===== config.mk =====
export PLATFORM = sky130hd
export DESIGN_NAME = if_fetch_buffer
export DESIGN_NICKNAME = d
export VERILOG_FILES = /design/src/rtl/if_fetch_buffer.sv
export SDC_FILE = /design/constraint.sdc
export NUM_CORES = 1
export LEC_CHECK = 0
export CORE_UTILIZATION = 25
export DETAILED_ROUTE_END_ITERATION = 8
export SKIP_LAST_GASP = 1
export SYNTH_ARGS = -nofsm -noshare
export SYNTH_HDL_FRONTEND = slang
export SYNTH_SLANG_ARGS = --single-unit

===== constraint.sdc =====
create_clock -name clk -period 2.5 [get_ports clk]
set_input_delay 0.625 -clock clk [delete_from_list [all_inputs] [get_ports clk]]
set_output_delay 0.625 -clock clk [all_outputs]
set_load 0.005 [all_outputs]

===== src/rtl/if_fetch_buffer.sv =====
// Instruction fetch buffer: issues PC-driven requests to a variable-latency imem and queues
// tagged returns for decode. Optional perf counters behind `IF_FETCH_PERF_EN.
module if_fetch_buffer #(
  parameter int AW    = 16,
  parameter int DW    = 16,
  parameter int DEPTH = 2
) (
  input  logic          clk,
  input  logic          rst_n,
  input  logic [AW-1:0] pc_addr,
  output logic          pc_advance,
  output logic          imem_req,
  output logic [AW-1:0] imem_addr,
  input  logic          imem_rdy,
  input  logic [DW-1:0] imem_rdata,
  input  logic          flush,
  output logic          inst_valid,
  output logic [DW-1:0] inst,
  output logic [AW-1:0] inst_pc,
  input  logic          dec_ready
`ifdef IF_FETCH_PERF_EN
  ,
  output logic [15:0]   stall_cnt,
  output logic [15:0]   squash_cnt
`endif
);

  localparam int PW = (DEPTH > 1) ? $clog2(DEPTH) : 1;

  typedef enum logic [1:0] {IDLE, WAIT, SQUASH} state_t;
  typedef struct packed {
    logic [AW-1:0] pc;
    logic [DW-1:0] data;
  } entry_t;

  state_t        state, state_nxt;
  logic [PW-1:0] rd_ptr, wr_ptr;
  logic [PW:0]   count;
  logic [AW-1:0] addr_q;
  entry_t        mem [DEPTH];
  logic          full, push, pop, discard;

  assign full       = (count == (PW+1)'(DEPTH));
  assign inst_valid = (count != '0);
  assign inst       = mem[rd_ptr].data;
  assign inst_pc    = mem[rd_ptr].pc;
  assign pop        = inst_valid & dec_ready & ~flush;

  always_ff @(posedge clk or negedge rst_n)
    if (!rst_n) state <= IDLE;
    else        state <= state_nxt;

  always_comb begin
    state_nxt = state;
    case (state)
      IDLE:    if (!full && !flush && !imem_rdy) state_nxt = WAIT;
      WAIT:    if (imem_rdy) state_nxt = IDLE;
               else if (flush) state_nxt = SQUASH;
      SQUASH:  if (imem_rdy) state_nxt = IDLE;
      default: state_nxt = IDLE;
    endcase
  end

  // Outputs are forced low while reset is held, even though IDLE would otherwise request.
  always_comb begin
    imem_req   = 1'b0;
    imem_addr  = '0;
    pc_advance = 1'b0;
    push       = 1'b0;
    discard    = 1'b0;
    if (rst_n) begin
      case (state)
        IDLE: begin
          imem_req   = ~full & ~flush;
          imem_addr  = pc_addr;
          push       = ~full & ~flush & imem_rdy;
          pc_advance = ~full & ~flush & imem_rdy;
        end
        WAIT: begin
          imem_req   = 1'b1;
          imem_addr  = addr_q;
          push       = imem_rdy & ~flush;
          pc_advance = imem_rdy & ~flush;
          discard    = imem_rdy & flush;
        end
        SQUASH: begin
          imem_req   = 1'b1;
          imem_addr  = addr_q;
          discard    = imem_rdy;
        end
        default: ;
      endcase
    end
  end

  always_ff @(posedge clk or negedge rst_n) begin
    if (!rst_n) begin
      rd_ptr <= '0;
      wr_ptr <= '0;
      count  <= '0;
      addr_q <= '0;
    end else begin
      if (state == IDLE && state_nxt == WAIT) addr_q <= pc_addr;
      if (flush) begin
        rd_ptr <= '0;
        wr_ptr <= '0;
        count  <= '0;
      end else begin
        if (push) wr_ptr <= wr_ptr + PW'(1);
        if (pop)  rd_ptr <= rd_ptr + PW'(1);
        count <= count + (PW+1)'(push) - (PW+1)'(pop);
      end
    end
  end

  // A push never lands on the head slot while it is valid, so the head holds under back-pressure.
  always_ff @(posedge clk or negedge rst_n) begin
    if (!rst_n) begin
      for (int i = 0; i < DEPTH; i++) mem[i] <= '0;
    end else if (push) begin
      mem[wr_ptr] <= '{pc: imem_addr, data: imem_rdata};
    end
  end

`ifdef IF_FETCH_PERF_EN
  always_ff @(posedge clk or negedge rst_n) begin
    if (!rst_n) begin
      stall_cnt  <= '0;
      squash_cnt <= '0;
    end else begin
      if (!pc_advance && stall_cnt != 16'hFFFF) stall_cnt  <= stall_cnt + 16'd1;
      if (discard && squash_cnt != 16'hFFFF)    squash_cnt <= squash_cnt + 16'd1;
    end
  end
`endif

endmodule


==> impl_metrics.ini <==
[timing]
setup_tns_ns = 0
relSlewSlack_pct = 58.19
skew_ns = 0.004501
post-route-period-util_pct = 97.37
period_needed_ns = 2.434
maxSlewViolCount = 0
rsz0062_at_grt = yes
hold_violations = 0
setup_viol = 0
setup_slack_ns = 0.06574
max_freq_mhz = 410.8
worst-slew-pin-transition_ns = 0.6271

[yosys]
seq_area_frac_synth_pct = 52.18
synth_top_area_share_pct = 52.18
ys_ff_latch = 86
synth_area_mm2 = 0.004124
synth_nets = 339
synth_area_leader_cell = dfrtp_1
postSynthCellCount = 296
yosys_warnings = 0
synth_area_per_cell_um2 = 13.93
ys_top_cells_by_area = dfrtp_1 (52%), mux2_2 (27%), mux2_4 (3.6%)
synth_cell_types = 34

[layout]
syn_to_final_growth_pct = 40.81
diodes = 0
fin_cells = 636
nNetsFinal = 458
final_layout_size_suffix_gt1_share_pct = 43.57
post-route-util_pct = 36.29

[setup_path]
startpoint = rd_ptr
startpoint_type = flop
cp-end-kind = output pin
path_class = flop to output pin
crit-reg2reg-launch = state[1]
critPathMaxFanout = 16
crit_required_ns = 1.88
arrival_ns = 1.81

[cts]
clk_pin_slew_ns = 0.06
clock_path_buffers = 2
ctsHtreeMaxLevel = 3
clk_latency_ns = 0.35
cts_tree = yes
numClockSinks = 86
cts_made_buffers = 9
cts-root-buf = clkbuf_16

[drt]
via_per_inst = 4.286
dr.pass1.iters = 4
drc = 0
routedWlPerCell_um = 15.37
vias = 2726
initialDrtViolationCount = 74
routed_wl_mm = 9.776
detail-route-antenna-nets = 0

[run]
drv_cap = 0

[global_route]
grt_pass1_vias = 2980
grt_pass1_wl_mm = 15.43
track_usage_pct = 12.22
globalRouteOverflowTotal = 0
antenna_found_initial = 0
grt_max_degree = 49

[floorplanning]
fp.dieH_um = 130.4
core-area_mm2 = 0.01600
initial_core_util_pct = 25.77
die_w_um = 130.4
dieArea_mm2 = 0.01701
rows = 46
io_pins = 88

[pwr]
peakVddDrop_mv = 0.4091
p_leak_nw = 2.631
powerDensity_mw_per_mm2 = 1131

[worst_hold_path]
min_path_type = input port to async pin

[placed_design]
port_buffers = 87
hpwlAfterDp_mm = 6.543
pre_cts_ws_ns = -0.1577
gp_congestion = 0.7563
dpl.cell_count = 609

[outcome]
outcome = completed
-- placed cells by master (no fill, tap or decap), types with 3 or more instances in the layout --
master | synthesis | final
a22oi_1 | 16 | 16
buf_12 | 1 | 3
buf_4 | 4 | 37
clkbuf_16 | 0 | 10
clkdlybuf4s50_1 | 0 | 68
dfrtp_1 | 86 | 85
dlygate4sd2_1 | 0 | 14
ha_1 | 6 | 3
inv_1 | 5 | 3
mux2_1 | 3 | 3
mux2_2 | 99 | 99
mux2_4 | 10 | 10
nand2_1 | 3 | 3
nand2b_1 | 3 | 3
nor2_1 | 21 | 18
nor2_2 | 0 | 3
nor2b_1 | 3 | 3
-- layout make-up --
cell class | instances | area, um^2
Fill cell | 1588 | 10190
Sequential cell | 86 | 2153
Multi-Input combinational cell | 186 | 1844
Timing Repair Buffer | 127 | 1204
Tap cell | 216 | 270.3
Clock buffer | 12 | 246.5
Clock inverter | 4 | 70.07
Inverter | 5 | 18.77
-- routing by layer --
layer / vias up / GRT usage [%] / part of all wire, %
met1: 1374 / 14.44 / 45
met5: - / 0 / 0
met3: 7 / 4.316 / 4.9
met2: 51 / 20.56 / 49
li1: 1294 / - / -
met4: 0 / 4.260 / 1.2
-- synth_stat cells --
| library cell | number |
|---|---|
| o21ai_0 | 2 |
| o21ba_2 | 1 |
| nor2b_1 | 3 |
| or3_1 | 1 |
| nor3_1 | 1 |
| xor2_1 | 2 |
| ha_1 | 6 |
| nand2b_1 | 3 |
| buf_4 | 4 |
| inv_1 | 5 |
| o221a_2 | 1 |
| mux2_2 | 99 |
| a31oi_1 | 1 |
| a22oi_1 | 16 |
| a21oi_1 | 2 |
| or2_2 | 1 |
| a211oi_1 | 1 |
| mux2_4 | 10 |
| o21a_1 | 1 |
| nand2_1 | 3 |
| nor4_4 | 1 |
| a21oi_2 | 1 |
| buf_2 | 1 |
| buf_6 | 4 |
| nor4b_4 | 1 |
| o31a_1 | 1 |
| nor2_1 | 21 |
| buf_12 | 1 |
| mux2_1 | 3 |
| nor3_2 | 2 |
| dfrtp_1 | 86 |
| clkbuf_1 | 9 |
| and2b_2 | 1 |
| xnor2_1 | 1 |
-- worst max-delay path, cell delays in order (launching register included) --
cell	delay (ns)
dfrtp_2	0.43
clkbuf_16	0.23
mux2_2	0.35
clkdlybuf4s50_1	0.44
-- state kept, by name (all words and copies together), names as in the netlist --
name    cells
addr_q     16
state       2
wr_ptr      1
count       2
mem        64
rd_ptr      1
-- logic make-up after synthesis --
group	count (synthesis)	synth area share [%]
AO/OA/AOI/OAI	27	4.855
XOR/XNOR	3	0.6373
adder cells (fa/ha/maj)	6	1.820
buffers and inverters	24	3.701
flip-flops	86	52.18
multiplexers	112	31.49
AND/OR/NAND/NOR	38	5.310
-- through the flow --
step           area [um^2]  power (mW)  hold WS [ns]
4_1_cts               5769       6.634        0.2691
3_3_place_gp          5385       5.022        0.4627
2_1_floorplan         4124       3.775        0.3294
5_1_grt               5807       7.029        0.2848
3_5_place_dp          5385       5.114        0.4772
6_report              5807       6.568        0.2805
-- power by group --
part | internal (mW) | switching, mW | leakage, nW | total, mW
logic | 1.86 | 1.07 | 1.37 | 2.93
clock network | 0.900 | 0.536 | 0.157 | 1.44
registers | 1.93 | 0.268 | 1.10 | 2.20
total | 4.69 | 1.87 | 2.63 | 6.57
-- worst paths after layout --
| kind | to | cells after the start | slack, ns |
|---|---|---|---|
| worst max-delay path | inst_pc[13] | 3 | 0.07 |
| worst min-delay path | mem[58] | 2 | 0.28 |
| worst min register to register | mem[2] | 1 | 0.49 |
| worst max register to register | addr_q[14] | 8 | 0.22 |
| min in group clk | mem[2] | 1 | 0.49 |
| max in group asynchronous | mem[42] | 2 | 1.62 |
-- repair_timing --
action                                  CTS  global route
pin swaps                                13             5
gates cloned                              0             1
endpoints found under the setup margin   18            22
hold buffers                              0             0
gates resized for setup                  22             8
buffers inserted                          9             1
(Power assumes the default switching activity.)
==> edit: new RTL, config.mk and constraints unchanged <==
`DW`: 16 -> 32.
--- a/src/rtl/if_fetch_buffer.sv
+++ b/src/rtl/if_fetch_buffer.sv
@@ -2,7 +2,7 @@
 // tagged returns for decode. Optional perf counters behind `IF_FETCH_PERF_EN.
 module if_fetch_buffer #(
   parameter int AW    = 16,
-  parameter int DW    = 16,
+  parameter int DW    = 32,
   parameter int DEPTH = 2
 ) (
   input  logic          clk,
Ports: changed (resized imem_rdata and inst); port bits go from 88 to 120. No check against the original RTL was run, so the function may have changed too.
==> edit against the unedited design <==
The flow now finishes with violations (negative setup slack). Synthesized cell count rose by 28%. Area after synthesis rose by 33%. Sequential cell count rose by 32. Power rose by 37%. Combinational power rose by 24%. Non-clock buffer count rose by 62. First-iteration DRC count rose by 14%. Design area rose by 43%. Critical path depth rose by 3. Clock power rose by 56%. Worst setup slack got worse by 0.18 ns. Wire length rose by 41%. Critical endpoint is now imem_addr[13]. Largest cell class unchanged.
==> edit: results (changes against the unedited design) <==
Static Leak 4.18 nW (was 2.63 nW); failing checks negative setup slack; cts bufs inserted 17 (was 9); final setup fails 3 (was 0); top cell types by occurrence after synthesis mux2_2, dfrtp_1, mux2_4, nor2_1, a22oi_1 (was mux2_2, dfrtp_1, nor2_1); CTS H-tree depth 4 (was 3); Hold Crit Class input pin to asynchronous set/reset pin (unchanged); first-pass GRT wire length 21.7 mm (was 15.4 mm); GPL Wtd Cong 0.723 (was 0.756); pin count of the biggest net entering global routing 63 (was 49); ratio of cells with drive above 1 in the final layout 50.5% (was 43.6%); final WL 13.7 mm (was 9.78 mm); VDD IR max 460 uV (was 409 uV); Place WS -0.199 ns (was -0.158 ns); drt pass-1 iters 4 (unchanged); Total GRT Usage 12.7% (was 12.2%); vias in the first global route 4061 (was 2980); biggest regs mem: 96 flops, addr_q: 16 flops (was mem: 64 flops, addr_q: 16 flops); Fin Setup TNS -0.168 ns (was 0 ns); initial antenna violation count 0 (unchanged); CP max FO 7 (was 16); sequential share of the synthesized area 53.7% (was 52.2%); vias post-DR 3750 (was 2726); clk root buf clkbuf_16 (unchanged); post-route setup slack -0.117 ns (was 0.0657 ns); top post-synthesis cells by area dfrtp_1, mux2_2, mux2_4, a22oi_1, nor2_1 (unchanged); worst slew pin tran 0.793 ns (was 0.627 ns); Synth cell types 30 (was 34); crit path DAT 1.99 ns (was 1.81 ns); FFs w/ async S/R, synth 100% (unchanged); Yosys warning total 0 (unchanged); clock-pin transition on the worst setup and hold timing paths 0.05 ns; dpl hpwl 9.04 mm (was 6.54 mm); Fill cells 1989 (was 1588); Detailed Route Iter0 Violations 84 (was 74); Synth Net Count 438 (was 339); IO Port Bufs 119 (was 87); Clock Path Buffers 2 (unchanged); DRC errors left 0 (unchanged); # nets final 622 (was 458); Layout Skew 0.00821 ns (was 0.00450 ns); clk_lat worst skew 0.40 ns (was 0.35 ns); outcome finished, violations left (was finished, final reports clean); Antenna Cells 0 (unchanged)
==> edit: cell count changes after synthesis, moves of 3 or more <==
cell	unedited run	this run
buf_6	4	7
buf_1	0	4
buf_2	1	4
a21oi_1	2	6
mux2_4	10	23
mux2_1	3	0
dfrtp_1	86	118
mux2_2	99	137
==> edit: cells by family after synthesis <==
logic type | Yosys count | share of synthesized area, %
simple gates | 35 | 3.37
xor+xnor | 4 | 0.638
compound gates | 27 | 3.35
buf+inv | 29 | 3.17
flops | 118 | 53.7
mux | 160 | 34.4
fa+ha+maj | 6 | 1.37
==> edit: final timing paths <==
kind	startpoint	endpoint	slack (ns)	cells past startpoint
max	state[1]	imem_addr[13]	-0.12	6
min	rst_n	state[0]	0.50	3
max reg2reg	state[0]	mem[63]	0.24	9
min reg2reg	mem[64]	mem[64]	0.50	1
max in group asynchronous	rst_n	mem[61]	0.70	4
min in group clk	mem[64]	mem[64]	0.50	1
==> edit: critical path, stage by stage, from the launching register on <==
cell	delay [ns]
dfrtp_1	0.38
inv_2	0.07
ha_4	0.28
buf_6	0.13
a22oi_1	0.09
nor2_2	0.13
clkdlybuf4s50_1	0.51
==> edit: per-layer routing <==
metal | wire length (um) | part of all wire, % | GRT usage, % | up-vias
li1 | - | - | - | 1729
met1 | 6330 | 46 | 16.1 | 1905
met2 | 6570 | 48 | 20.7 | 99
met3 | 653 | 4.8 | 3.48 | 17
met4 | 187 | 1.4 | 4.49 | 0
met5 | 0 | 0 | 0 | -
==> edit: final cells by class <==
type | count | share of cell area [%]
well taps | 275 | 4.16
repair buffers | 189 | 23.7
flip-flops and latches | 118 | 35.7
multi-input cells | 232 | 29.7
clock buffers | 22 | 5.61
inverters | 5 | 0.227
clock inverters | 10 | 0.967
==> edit: power by group <==
group	switching, mW	internal (mW)
clock	0.834	1.40
combinational	1.26	2.36
sequential	0.398	2.71
total	2.49	6.48
==> edit: what timing repair did <==
action | CTS | global route
resized for setup | 45 | 63
setup endpoints to repair | 42 | 55
pin swaps | 6 | 12
endpoints found under the hold margin | 0 | 0
gates cloned | 2 | 1
setup buffers | 11 | 15
==> edit: metrics by stage <==
step / cells / area, um2
floorplan: 379 / 5490
global placement: 790 / 7260
finish: 851 / 8280
global route: 851 / 8280
detailed placement: 790 / 7260
CTS: 835 / 7990
